==> src/rtl/ts_pkg.sv <==
// rtl/ts_pkg.sv - shared constants and FSM encoding for the TS stream switch
package ts_pkg;

  localparam logic [7:0] TS_SYNC_BYTE = 8'h47;
  localparam int         TS_PKT_LEN   = 188;
  localparam int         NUM_STREAMS  = 4;

  typedef enum logic {
    HUNT = 1'b0,
    PASS = 1'b1
  } ts_state_e;

endpackage

==> src/rtl/ts_byte_counter.sv <==
// rtl/ts_byte_counter.sv - packet byte position counter with wrap and first/last flags
module ts_byte_counter
  import ts_pkg::*;
#(
  parameter int PKT_LEN = TS_PKT_LEN
) (
  input  logic clk_i,
  input  logic rst_i,
  input  logic clr_i,
  input  logic inc_i,
  output logic first_o,
  output logic last_o
);

  localparam int CW = $clog2(PKT_LEN);

  logic [CW-1:0] cnt_q, cnt_d;

  assign first_o = (cnt_q == '0);
  assign last_o  = (cnt_q == CW'(PKT_LEN - 1));

  // Next count: clear wins, otherwise advance one byte and wrap after the last one.
  always_comb begin
    cnt_d = cnt_q;
    if (clr_i) begin
      cnt_d = '0;
    end else if (inc_i) begin
      cnt_d = last_o ? '0 : cnt_q + 1'b1;
    end
  end

  // Count register.
  always_ff @(posedge clk_i) begin
    if (rst_i) begin
      cnt_q <= '0;
    end else begin
      cnt_q <= cnt_d;
    end
  end

endmodule

==> src/rtl/ts_switch_ctrl.sv <==
// rtl/ts_switch_ctrl.sv - 4:1 TS stream selector switching only on packet boundaries
module ts_switch_ctrl
  import ts_pkg::*;
#(
  parameter int DATA_WIDTH = 8,
  parameter int PKT_LEN    = TS_PKT_LEN
) (
  input  logic                    clk,
  input  logic                    rst,
  input  logic [4*DATA_WIDTH-1:0] data_in,
  input  logic [3:0]              valid_in,
  input  logic [3:0]              sync_in,
  input  logic [1:0]              sel_req,
  input  logic                    sel_req_valid,
  output logic [1:0]              mux_ctrl,
  output logic [9:0]              data_out_final,
  output logic                    switch_done,
  output logic                    sync_err
);

  ts_state_e       state_q, state_d;
  logic [1:0]      mux_q, mux_d;
  logic            pend_v_q, pend_v_d;
  logic [1:0]      pend_q, pend_d;
  logic [9:0]      dout_q, dout_d;
  logic            sd_q, se_q;

  logic            fwd, lose, sw;
  logic            cnt_first, cnt_last;
  logic            sel_valid, sel_sync;
  logic [DATA_WIDTH-1:0] byte_arr [NUM_STREAMS];
  logic [DATA_WIDTH-1:0] sel_byte;

  // Split the packed input bus into one byte lane per stream.
  always_comb begin
    for (int n = 0; n < NUM_STREAMS; n++) begin
      byte_arr[n] = data_in[n*DATA_WIDTH +: DATA_WIDTH];
    end
  end

  assign sel_valid = valid_in[mux_q];
  assign sel_sync  = sync_in[mux_q];
  assign sel_byte  = byte_arr[mux_q];

  ts_byte_counter #(
    .PKT_LEN (PKT_LEN)
  ) u_cnt (
    .clk_i   (clk),
    .rst_i   (rst),
    .clr_i   (sw | lose),
    .inc_i   (fwd),
    .first_o (cnt_first),
    .last_o  (cnt_last)
  );

  // Lock/forward decisions, boundary-aligned switching and pending-request bookkeeping.
  always_comb begin
    state_d  = state_q;
    mux_d    = mux_q;
    pend_v_d = pend_v_q;
    pend_d   = pend_q;
    fwd      = 1'b0;
    lose     = 1'b0;
    sw       = 1'b0;
    case (state_q)
      HUNT: begin
        // Not inside a packet, so a waiting request can take effect right away.
        if (pend_v_q) begin
          sw = 1'b1;
        end else if (sel_valid && sel_sync) begin
          fwd     = 1'b1;
          state_d = PASS;
        end
      end
      PASS: begin
        if (sel_valid) begin
          if (cnt_first && !sel_sync) begin
            lose    = 1'b1;
            state_d = HUNT;
          end else begin
            fwd = 1'b1;
            sw  = cnt_last && pend_v_q;
          end
        end
      end
      default: state_d = HUNT;
    endcase
    if (sw) begin
      mux_d    = pend_q;
      pend_v_d = 1'b0;
      state_d  = HUNT;
    end
    // A new strobe is judged against the selection as it will be after this cycle.
    if (sel_req_valid && (pend_v_d || (sel_req != mux_d))) begin
      pend_v_d = 1'b1;
      pend_d   = sel_req;
    end
    dout_d = fwd ? {1'b1, sel_sync, 8'(sel_byte)} : 10'd0;
  end

  // State, selection, pending request and registered outputs.
  always_ff @(posedge clk) begin
    if (rst) begin
      state_q  <= HUNT;
      mux_q    <= 2'd0;
      pend_v_q <= 1'b0;
      pend_q   <= 2'd0;
      dout_q   <= 10'd0;
      sd_q     <= 1'b0;
      se_q     <= 1'b0;
    end else begin
      state_q  <= state_d;
      mux_q    <= mux_d;
      pend_v_q <= pend_v_d;
      pend_q   <= pend_d;
      dout_q   <= dout_d;
      sd_q     <= sw;
      se_q     <= lose;
    end
  end

  assign mux_ctrl       = mux_q;
  assign data_out_final = dout_q;
  assign switch_done    = sd_q;
  assign sync_err       = se_q;

endmodule

==> config.mk <==
export PLATFORM = sky130hd
export DESIGN_NAME = ts_switch_ctrl
export DESIGN_NICKNAME = d
export VERILOG_FILES = /design/src/rtl/ts_pkg.sv /design/src/rtl/ts_byte_counter.sv /design/src/rtl/ts_switch_ctrl.sv
export SDC_FILE = /design/constraint.sdc
export NUM_CORES = 1
export LEC_CHECK = 0
export BUFFER_PORTS_ARGS = -buffer_cell sky130_fd_sc_hd__clkbuf_2
export CAP_MARGIN = 20
export CORE_MARGIN = 2
export CORE_UTILIZATION = 45
export CTS_BUF_LIST = sky130_fd_sc_hd__clkbuf_4 sky130_fd_sc_hd__clkbuf_8
export DETAILED_ROUTE_END_ITERATION = 16
export GPL_ROUTABILITY_DRIVEN = 0
export HOLD_SLACK_MARGIN = 0.1
export PLACE_DENSITY = 0.81
export SLEW_MARGIN = 20
export SYNTH_ARGS = -nofsm -noshare
export SYNTH_HDL_FRONTEND = slang
export SYNTH_SLANG_ARGS = --single-unit
export TNS_END_PERCENT = 30
==> constraint.sdc <==
create_clock -name clk -period 2.65 [get_ports clk]
set_input_delay 0.265 -clock clk [delete_from_list [all_inputs] [get_ports clk]]
set_output_delay 0.265 -clock clk [all_outputs]
set_load 0.01 [all_outputs]
# Word level (Yosys, flattened, before mapping)
# Cells that the tools add are included.
dict set report totals {
  word_cells 54
  out_inout_bits 14
  ff_bits 26
}
dict set report op_classes {
  n_eq_ne 2
  add_sub_neg 1
  bitwise_logic 4
  n_reduce_logical 10
  mux 26
  order_cmp 2
}
# cell n
set op_table {}
lappend op_table {{2-to-1 mux 8 bit} 3}
lappend op_table {{binary-select mux 8 bit (select 2 bit)} 1}
lappend op_table {{2-to-1 mux 1 bit} 15}
lappend op_table {{2-to-1 mux 10 bit} 1}
lappend op_table {{adder 8 x 1 -> 8 bit (second input constant)} 1}
lappend op_table {{== test 8 bit (second input constant)} 1}
lappend op_table {{zero test 8 bit} 1}
lappend op_table {{case mux 1 bit (2 select lines)} 3}
lappend op_table {{OR reduction 2 bit} 3}
lappend op_table {{binary-select mux 1 bit (select 2 bit)} 2}
lappend op_table {{logical AND 1 bit} 4}
lappend op_table {{greater-or-equal comparator 3 bit (second input constant)} 1}
lappend op_table {{< comparator 2 x 3 -> 1 bit (second input constant)} 1}
lappend op_table {{NOT 2 -> 3 bit} 1}
lappend op_table {{2-to-1 mux 2 bit} 1}
lappend op_table {{!= test 2 bit} 1}
lappend op_table {{NOT 1 bit} 2}
lappend op_table {{zero test 1 bit} 1}
lappend op_table {{logical OR 1 bit} 1}
lappend op_table {{bitwise OR 1 bit} 1}

# Logic depth before layout (Yosys ltp)
# Gate-level depths: netlist of run 1.
dict set report logic_depth {
  ltp_word 12
  ltp_mapped 9
  depth_no_buf 8
}

# By module
# From an unflattened synthesis of run 1, not the netlist that was laid out.
dict set report unflattened {
  cells_unflattened 170
  hier_area_um2 1585.3
}
# module cells_per_inst area_per_inst_um2 instances
set by_module_without_submodules {}
lappend by_module_without_submodules {ts_switch_ctrl 115 1087.3 1}
lappend by_module_without_submodules {ts_byte_counter 55 498.0 1}

# Worst setup path before layout of run 1
# OpenSTA, ideal clock, no wires.
dict set report synth_timing {
  path_kind {flip-flop to flip-flop}
  startpoint {register mux_q[0] (netlist: mux_ctrl[0])}
  endpoint {register u_cnt.cnt_q[4]}
  arrival_ns 2.045
  t_required_ns 2.563
  path_stages_with_launch 7
  slack_ns 0.518
  setup_time_ns 0.087
  path_buffers 0
  synth_period_minus_slack_ns 2.132
  cell_sequence {dfxtp_1 -> mux4_2 -> a31oi_2 -> or2b_4 -> nand3b_4 -> or4_1 -> o31ai_1}
}
dict set report synth_via {
  elab_chain_cells 9
}
# item line
set synth_rtl {}
lappend synth_rtl {{start: declaration} ts_switch_ctrl.sv:22} ;# logic [1:0] mux_q, mux_d;
lappend synth_rtl {{start signal: assignment} ts_switch_ctrl.sv:113} ;# mux_q <= mux_d;
lappend synth_rtl {{binary-select mux 1 bit (select 2 bit)} ts_switch_ctrl.sv:42} ;# assign sel_sync = sync_in[mux_q];
lappend synth_rtl {{2-to-1 mux 1 bit (not written as such)} ts_switch_ctrl.sv:42}
lappend synth_rtl {{zero test 1 bit} ts_switch_ctrl.sv:77} ;# if (cnt_first && !sel_sync) begin
lappend synth_rtl {{logical AND 1 bit} ts_switch_ctrl.sv:77}
lappend synth_rtl {{2-to-1 mux 1 bit} ts_switch_ctrl.sv:77}
lappend synth_rtl {{2-to-1 mux 1 bit} ts_switch_ctrl.sv:76} ;# if (sel_valid) begin
lappend synth_rtl {{case mux 1 bit (2 select lines) / 2-to-1 mux 1 bit (equally long branches)} ts_switch_ctrl.sv:65} ;# case (state_q)
lappend synth_rtl {{bitwise OR 1 bit} ts_switch_ctrl.sv:50} ;# .clr_i (sw | lose),
lappend synth_rtl {{OR reduction 2 bit (no source line)} -}
lappend synth_rtl {{end signal: assignment} ts_byte_counter.sv:37} ;# cnt_q <= cnt_d;
lappend synth_rtl {{end: declaration} ts_byte_counter.sv:17} ;# logic [CW-1:0] cnt_q, cnt_d;
# Several ways; a longest one is shown, not always the timed one. The select of a mux whose other input is x is not followed.
# A chain may end at the register's enable or synchronous reset.

# Worst setup path in the final report of run 1
# Same ends and word-level chain as after synthesis.

==> key figures, run 1 <==
Synth
  – EDFF count, synth: 0
  – Sequential element share of the synthesized area: 0.374
  – Synthesis Warnings: 0
  – Distinct cell type count after synthesis: 39
  – Avg Cell Area, Syn: 9.67 sq um
  – Cells after Synth: 144
  – Post-Synthesis Cell Area: 0.00139 sq mm
  – Cell with the most instances after synthesis: dfxtp_1
  – Synth top area share: 0.374
  – Post-synth top area cell: dfxtp_1
  – Synth area leaders: dfxtp_1 (37%), mux4_2 (16%), nor2_1 (4.0%)
  – Commonest cells in the netlist: dfxtp_1 (26), nor2_1 (15), a21oi_1 (10), mux4_2 (10), nor2b_1 (9)
  – Synth Register Bits: 26
  – Synthesized Nets: 191
  – Ys async rst share: 0
  – Top FF cell, synth: dfxtp_1

Die
  – Row cnt: 20
  – Die area: 0.00356 sq mm
  – Initial core utilization: 0.464
  – Die H: between 50 and 60 um
  – Die W: 59.6 um
  – Core area: 0.00300 sq mm
  – # IOs: between 50 and 60

Placed design
  – Inst Count DP: ~230
  – DP HPWL: between 2000 and 3000 um
  – Input/output buffers: 58
  – Dpl ws: between 0.4 and 0.5 ns

Global routing
  – Total global-route track usage: 0.189
  – Gr ovfl total: 0
  – Largest net degree at the start of global routing: 16
  – First-pass GRT wire length: 5060 um
  – Initial antenna violation count: 0
  – Vias in the first global route: 1,145

Critical path
  – Critical path type: flop to flop
  – Setup crit start kind: flop
  – CP endpoint kind: flop
  – CP required: 2.91 ns
  – Worst EP arrival: around 2.5 ns
  – Worst-path maximum fanout: 9

Clocking
  – TritonCTS clock tree: built
  – Post-CTS setup buffer count: 0
  – CTS Buf Count: 3
  – CTS Sinks: 26
  – H-tree depth: 1
  – CTS root buffer: clkbuf_4
  – Skew-Pair Late Insertion Delay: 0.34 ns
  – Post-CTS resize count: 0
  – Hold buffer count at CTS: 0
  – Worst-path clk slew: around 0.14 ns
  – Clock buffer depth: 2

Route
  – Initial drt markers: 60
  – Via count: 1,299
  – # DRC: 0
  – DR WL/cell: between 10 and 15 um
  – Vias per cell: 5.50
  – Total wire length: 3270 um
  – Initial DRT Pass Iterations: 4
  – Antenna-violating nets left: 0

Finish
  – Non-Filler Instances: 236
  – Diodes inserted: 0
  – Fraction of layout cells with a size suffix above 1: 0.394
  – Area Growth Syn to Fin: 27.4%
  – Nets@finish: between 200 and 300
  – FILL cells: 267

Run status
  – Status: finished clean

Timing
  – Final WS setup: 0.403 ns
  – Max-slew headroom: 0.670
  – Fmax: 445 MHz
  – Final Hold Viols: 0
  – Setup TNS: 0 ns
  – Worst Skew: 0.00224 ns
  – Final Slew Violations: 0
  – Final Critical Period: ~2.2 ns
  – Worst-margin pin slew: 0.492 ns
  – RSZ-0062 raised after global routing: no
  – Tcrit/Tclk final: 0.848
  – Final setup fails: 0

Power and ir drop
  – Pleak: 0.774 nW
  – Peak VDD IR: 0.181 mV
  – Design Power: 828 uW
  – P per Cell Area: about 470 mW/mm^2

Worst hold path
  – Worst hold path type: input port to flop

Flow run
  – Max-cap viol count: 0
-- per-stage QoR --
stage | hold WS, ns | cell area [sq um] | utilization
after floorplan | 0.417 | 1390 | -
after global placement | 0.492 | 1720 | 0.573
after detailed placement | 0.503 | 1720 | 0.573
after CTS | 0.175 | 1770 | 0.591
after global routing | 0.164 | 1770 | 0.591
final | 0.169 | 1770 | 0.591
-- flip-flops by register name, summed over array words and instances (netlist names) --
name / count
pend_v_q: 1
pend_q: 2
u_cnt.cnt_q: 8
data_out_final: 10
mux_ctrl: 2
state_q: 1
switch_done: 1
sync_err: 1
-- critical path, cell delays in order, from the launching register on --
cell      delay [ns]
dfxtp_1         0.45
mux4_2          0.60
a31oi_2         0.20
or2b_4          0.20
nand3b_4        0.13
or4_1           0.52
o31ai_1         0.08
-- worst paths after layout --
check,startpoint,end,slack (ns),cells past startpoint
hold / removal,sel_req[1],pend_q[1],0.17,3
setup / recovery,mux_ctrl[0],u_cnt.cnt_q[4],0.40,6
setup reg to reg,mux_ctrl[0],u_cnt.cnt_q[4],0.40,6
hold reg to reg,pend_q[1],pend_q[1],0.51,2
-- per-layer routing --
metal | track usage | wire (um)
met2 | 0.311 | 1570
met3 | 0.0284 | 176
met1 | 0.244 | 1460
met5 | 0 | 0
met4 | 0.0857 | 59
-- logic make-up (layout without fill, tap and decap cells) --
group / count (synthesis) / in the layout / share of synthesized area
AND/OR/NAND/NOR: 59 / 59 / 0.249
AO/OA/AOI/OAI: 29 / 29 / 0.130
XOR/XNOR: 1 / 1 / 0.00629
adder cells (fa/ha/maj): 2 / 2 / 0.0180
buffers and inverters: 14 / 73 / 0.0395
multiplexers: 13 / 13 / 0.183
flip-flops: 26 / 26 / 0.374
-- layout by cell type, fill, tap and decap left out, types with 2 or more instances in the layout --
master and n:
a21oi_1 10, and2_1 3, and3_1 4, buf_4 3, clkbuf_2 58, clkbuf_4 3
dfxtp_1 26, ha_1 2, inv_1 7, mux2i_1 3, mux4_2 10, nand2_1 4
nand2b_1 2, nand3_1 3, nor2_1 15, nor2b_1 9, nor3_1 7, o211ai_1 3
o21ai_0 5, o21ai_1 3, o31a_1 2, or4_1 3
-- where the power goes --
group | internal (mW) | switching (mW) | total, mW
combinational | 0.0747 | 0.0624 | 0.137
clock | 0.153 | 0.124 | 0.277
sequential | 0.405 | 0.00845 | 0.413
-- final cells by class --
type / count / area, sq um / share of cell area
Sequential cell: 26 / 520 / 0.293
Inverter: 8 / 30.0 / 0.0169
Clock buffer: 3 / 22.5 / 0.0127
Tap cell: 33 / 41.3 / 0.0233
Clock inverter: 1 / 30.0 / 0.0169
Timing Repair Buffer: 61 / 313 / 0.176
Multi-Input combinational cell: 104 / 817 / 0.461
(Power assumes the default switching activity.)
==> run 2, diff against run 1 <==
==> constraint.sdc (replaced) <==
create_clock -name clk -period 2.1 [get_ports clk]
set_input_delay 0.21 -clock clk [delete_from_list [all_inputs] [get_ports clk]]
set_output_delay 0.21 -clock clk [all_outputs]
set_load 0.01 [all_outputs]
==> key figures, run 2 (synthesized netlist as in run 1, its figures left out) <==
Worst hold path
  – WHS Path Cells: 3
  – Worst Hold End: pend_q[1]
  – Worst hold path type: input port to flop
  – Startpoint of the worst hold path: sel_req[1]

Clocking
  – H-tree depth: 1
  – CTS root buffer: clkbuf_4
  – Skew-Pair Late Insertion Delay: 0.32 ns
  – Worst-path clk slew: 0.14 ns
  – CTS Sinks: 26
  – CTS Buf Count: 3
  – Hold buffer count at CTS: 0
  – TritonCTS clock tree: built
  – Clock buffer depth: 2

Timing
  – Final Critical Period: ~2.1 ns
  – Final Slew Violations: 0
  – Final WS setup: 0.0231 ns
  – Fmax: 481 MHz
  – RSZ-0062 raised after global routing: yes
  – Max-slew headroom: 0.731
  – Final setup fails: 0
  – Worst Skew: about 0.0091 ns
  – Tcrit/Tclk final: 0.989
  – Final Hold Viols: 0
  – Worst-margin pin slew: 0.398 ns

Power and ir drop
  – Switching share of total power: 0.252
  – Logic pwr share: 0.203
  – Psw: 244 uW
  – Clock Power Share: 0.259
  – Pleak: 0.810 nW
  – Internal: 724 uW
  – Seq pwr share: 0.538
  – P per Cell Area: 515 mW/mm^2
  – Peak VDD IR: 0.214 mV

Critical path
  – Setup crit start kind: flop
  – R2r worst-path depth: 6
  – Worst R2R Setup Slack: 0.02 ns
  – Critical path type: flop to flop
  – Worst-path maximum fanout: 5
  – Worst EP arrival: about 2.3 ns
  – FF-to-FF Start: mux_ctrl[0]
  – CP endpoint kind: flop
  – Reg2reg end: u_cnt.cnt_q[4]
  – CP required: 2.35 ns

Die
  – Die H: 59.6 um
  – Initial core utilization: 0.464
  – Die area: 0.00356 sq mm
  – Die W: between 50 and 60 um
  – Core area: ~0.003 sq mm
  – # IOs: 59
  – Row cnt: 20

Finish
  – Most common cell after layout, fill and taps aside: clkbuf_2
  – Max reg flops: 10
  – Fraction of layout cells with a size suffix above 1: 0.460
  – Most frequent cells in the layout: clkbuf_2 (58), dfxtp_1 (23), nor2_1 (15)
  – Area Growth Syn to Fin: 34.9%
  – Nets@finish: about 260
  – Diodes inserted: 0
  – Core Util, Final: 0.625

Route
  – Via count: 1,321
  – DR WL/cell: 13.8 um
  – Antenna-violating nets left: 0
  – Total wire length: between 3000 and 4000 um
  – # DRC: 0
  – Initial drt markers: 65
  – Vias per cell: 5.41
  – Initial DRT Pass Iterations: 5

Placed design
  – Dpl ws: 0.0261 ns
  – Input/output buffers: 58
  – DP HPWL: 2580 um

Global routing
  – Largest net degree at the start of global routing: 15
  – First-pass GRT wire length: approximately 5000 um
  – Gr ovfl total: 0
  – Vias in the first global route: 1,195
  – Total global-route track usage: 0.187
  – Initial antenna violation count: 0

Flow run
  – Max-cap viol count: 0

Run status
  – Status: finished clean
## run 2: worst max-delay path by stage
| stage | startpoint | to | slack [ns] | cells after the start |
|---|---|---|---|---|
| finish | mux_ctrl[0] | u_cnt.cnt_q[4] | 0.02 | 6 |
| global placement | mux_ctrl[0] | u_cnt.cnt_q[4] | 0.08 | 6 |
| floorplan | mux_ctrl[0] | u_cnt.cnt_q[4] | 0.04 | 6 |
| global route | mux_ctrl[0] | u_cnt.cnt_q[4] | -0.06 | 6 |
| CTS | mux_ctrl[0] | u_cnt.cnt_q[4] | 0.02 | 6 |
| detailed placement | mux_ctrl[0] | u_cnt.cnt_q[4] | 0.03 | 6 |
## run 2: power groups by stage
stage	sequential (mW)	clock, mW	combinational (mW)
after floorplan	0.536	0	0.0985
after global placement	0.532	0	0.175
after detailed placement	0.533	0	0.177
after CTS	0.522	0.260	0.179
after global routing	0.524	0.278	0.215
final	0.521	0.250	0.196
## run 2: per-layer routing
layer / wire [um] / global-route usage / up-vias
met2: 1650 / 0.309 / 38
met5: 0 / 0 / -
li1: - / - / 655
met3: 160 / 0.0349 / 6
met1: 1500 / 0.245 / 622
met4: 54 / 0.0635 / 0
## run 2: worst max-delay path, stage by stage (launching register included)
cell	delay, ns
dfxtp_4	0.39
mux4_2	0.57
a31oi_4	0.23
or2b_4	0.19
nand3b_4	0.08
or4_4	0.50
o31ai_4	0.07
## run 2: per-stage QoR
| step | cells | total power [mW] | area [sq um] | hold slack, ns | TNS, ns |
|---|---|---|---|---|---|
| 2_1_floorplan | 144 | 0.634 | 1390 | 0.362 | 0 |
| 3_3_place_gp | 235 | 0.707 | 1750 | 0.485 | 0 |
| 3_5_place_dp | 235 | 0.709 | 1750 | 0.492 | 0 |
| 4_1_cts | 240 | 0.961 | 1790 | 0.138 | 0 |
| 5_1_grt | 244 | 1.02 | 1880 | 0.149 | -0.0890 |
| 6_report | 244 | 0.968 | 1880 | 0.136 | 0 |
## run 2: area by class of cell
type	count	area, sq um
multi-input combinational	104	867
tap	33	41.3
fill	251	1120
timing repair buffer	69	377
sequential	26	527
clock buffer	4	36.3
inverter	8	30.0
## run 2: what timing repair did
item	in CTS	in global routing
setup endpoints to repair	1	8
gates resized for setup	0	13
setup buffers	1	4
pin swaps	0	3
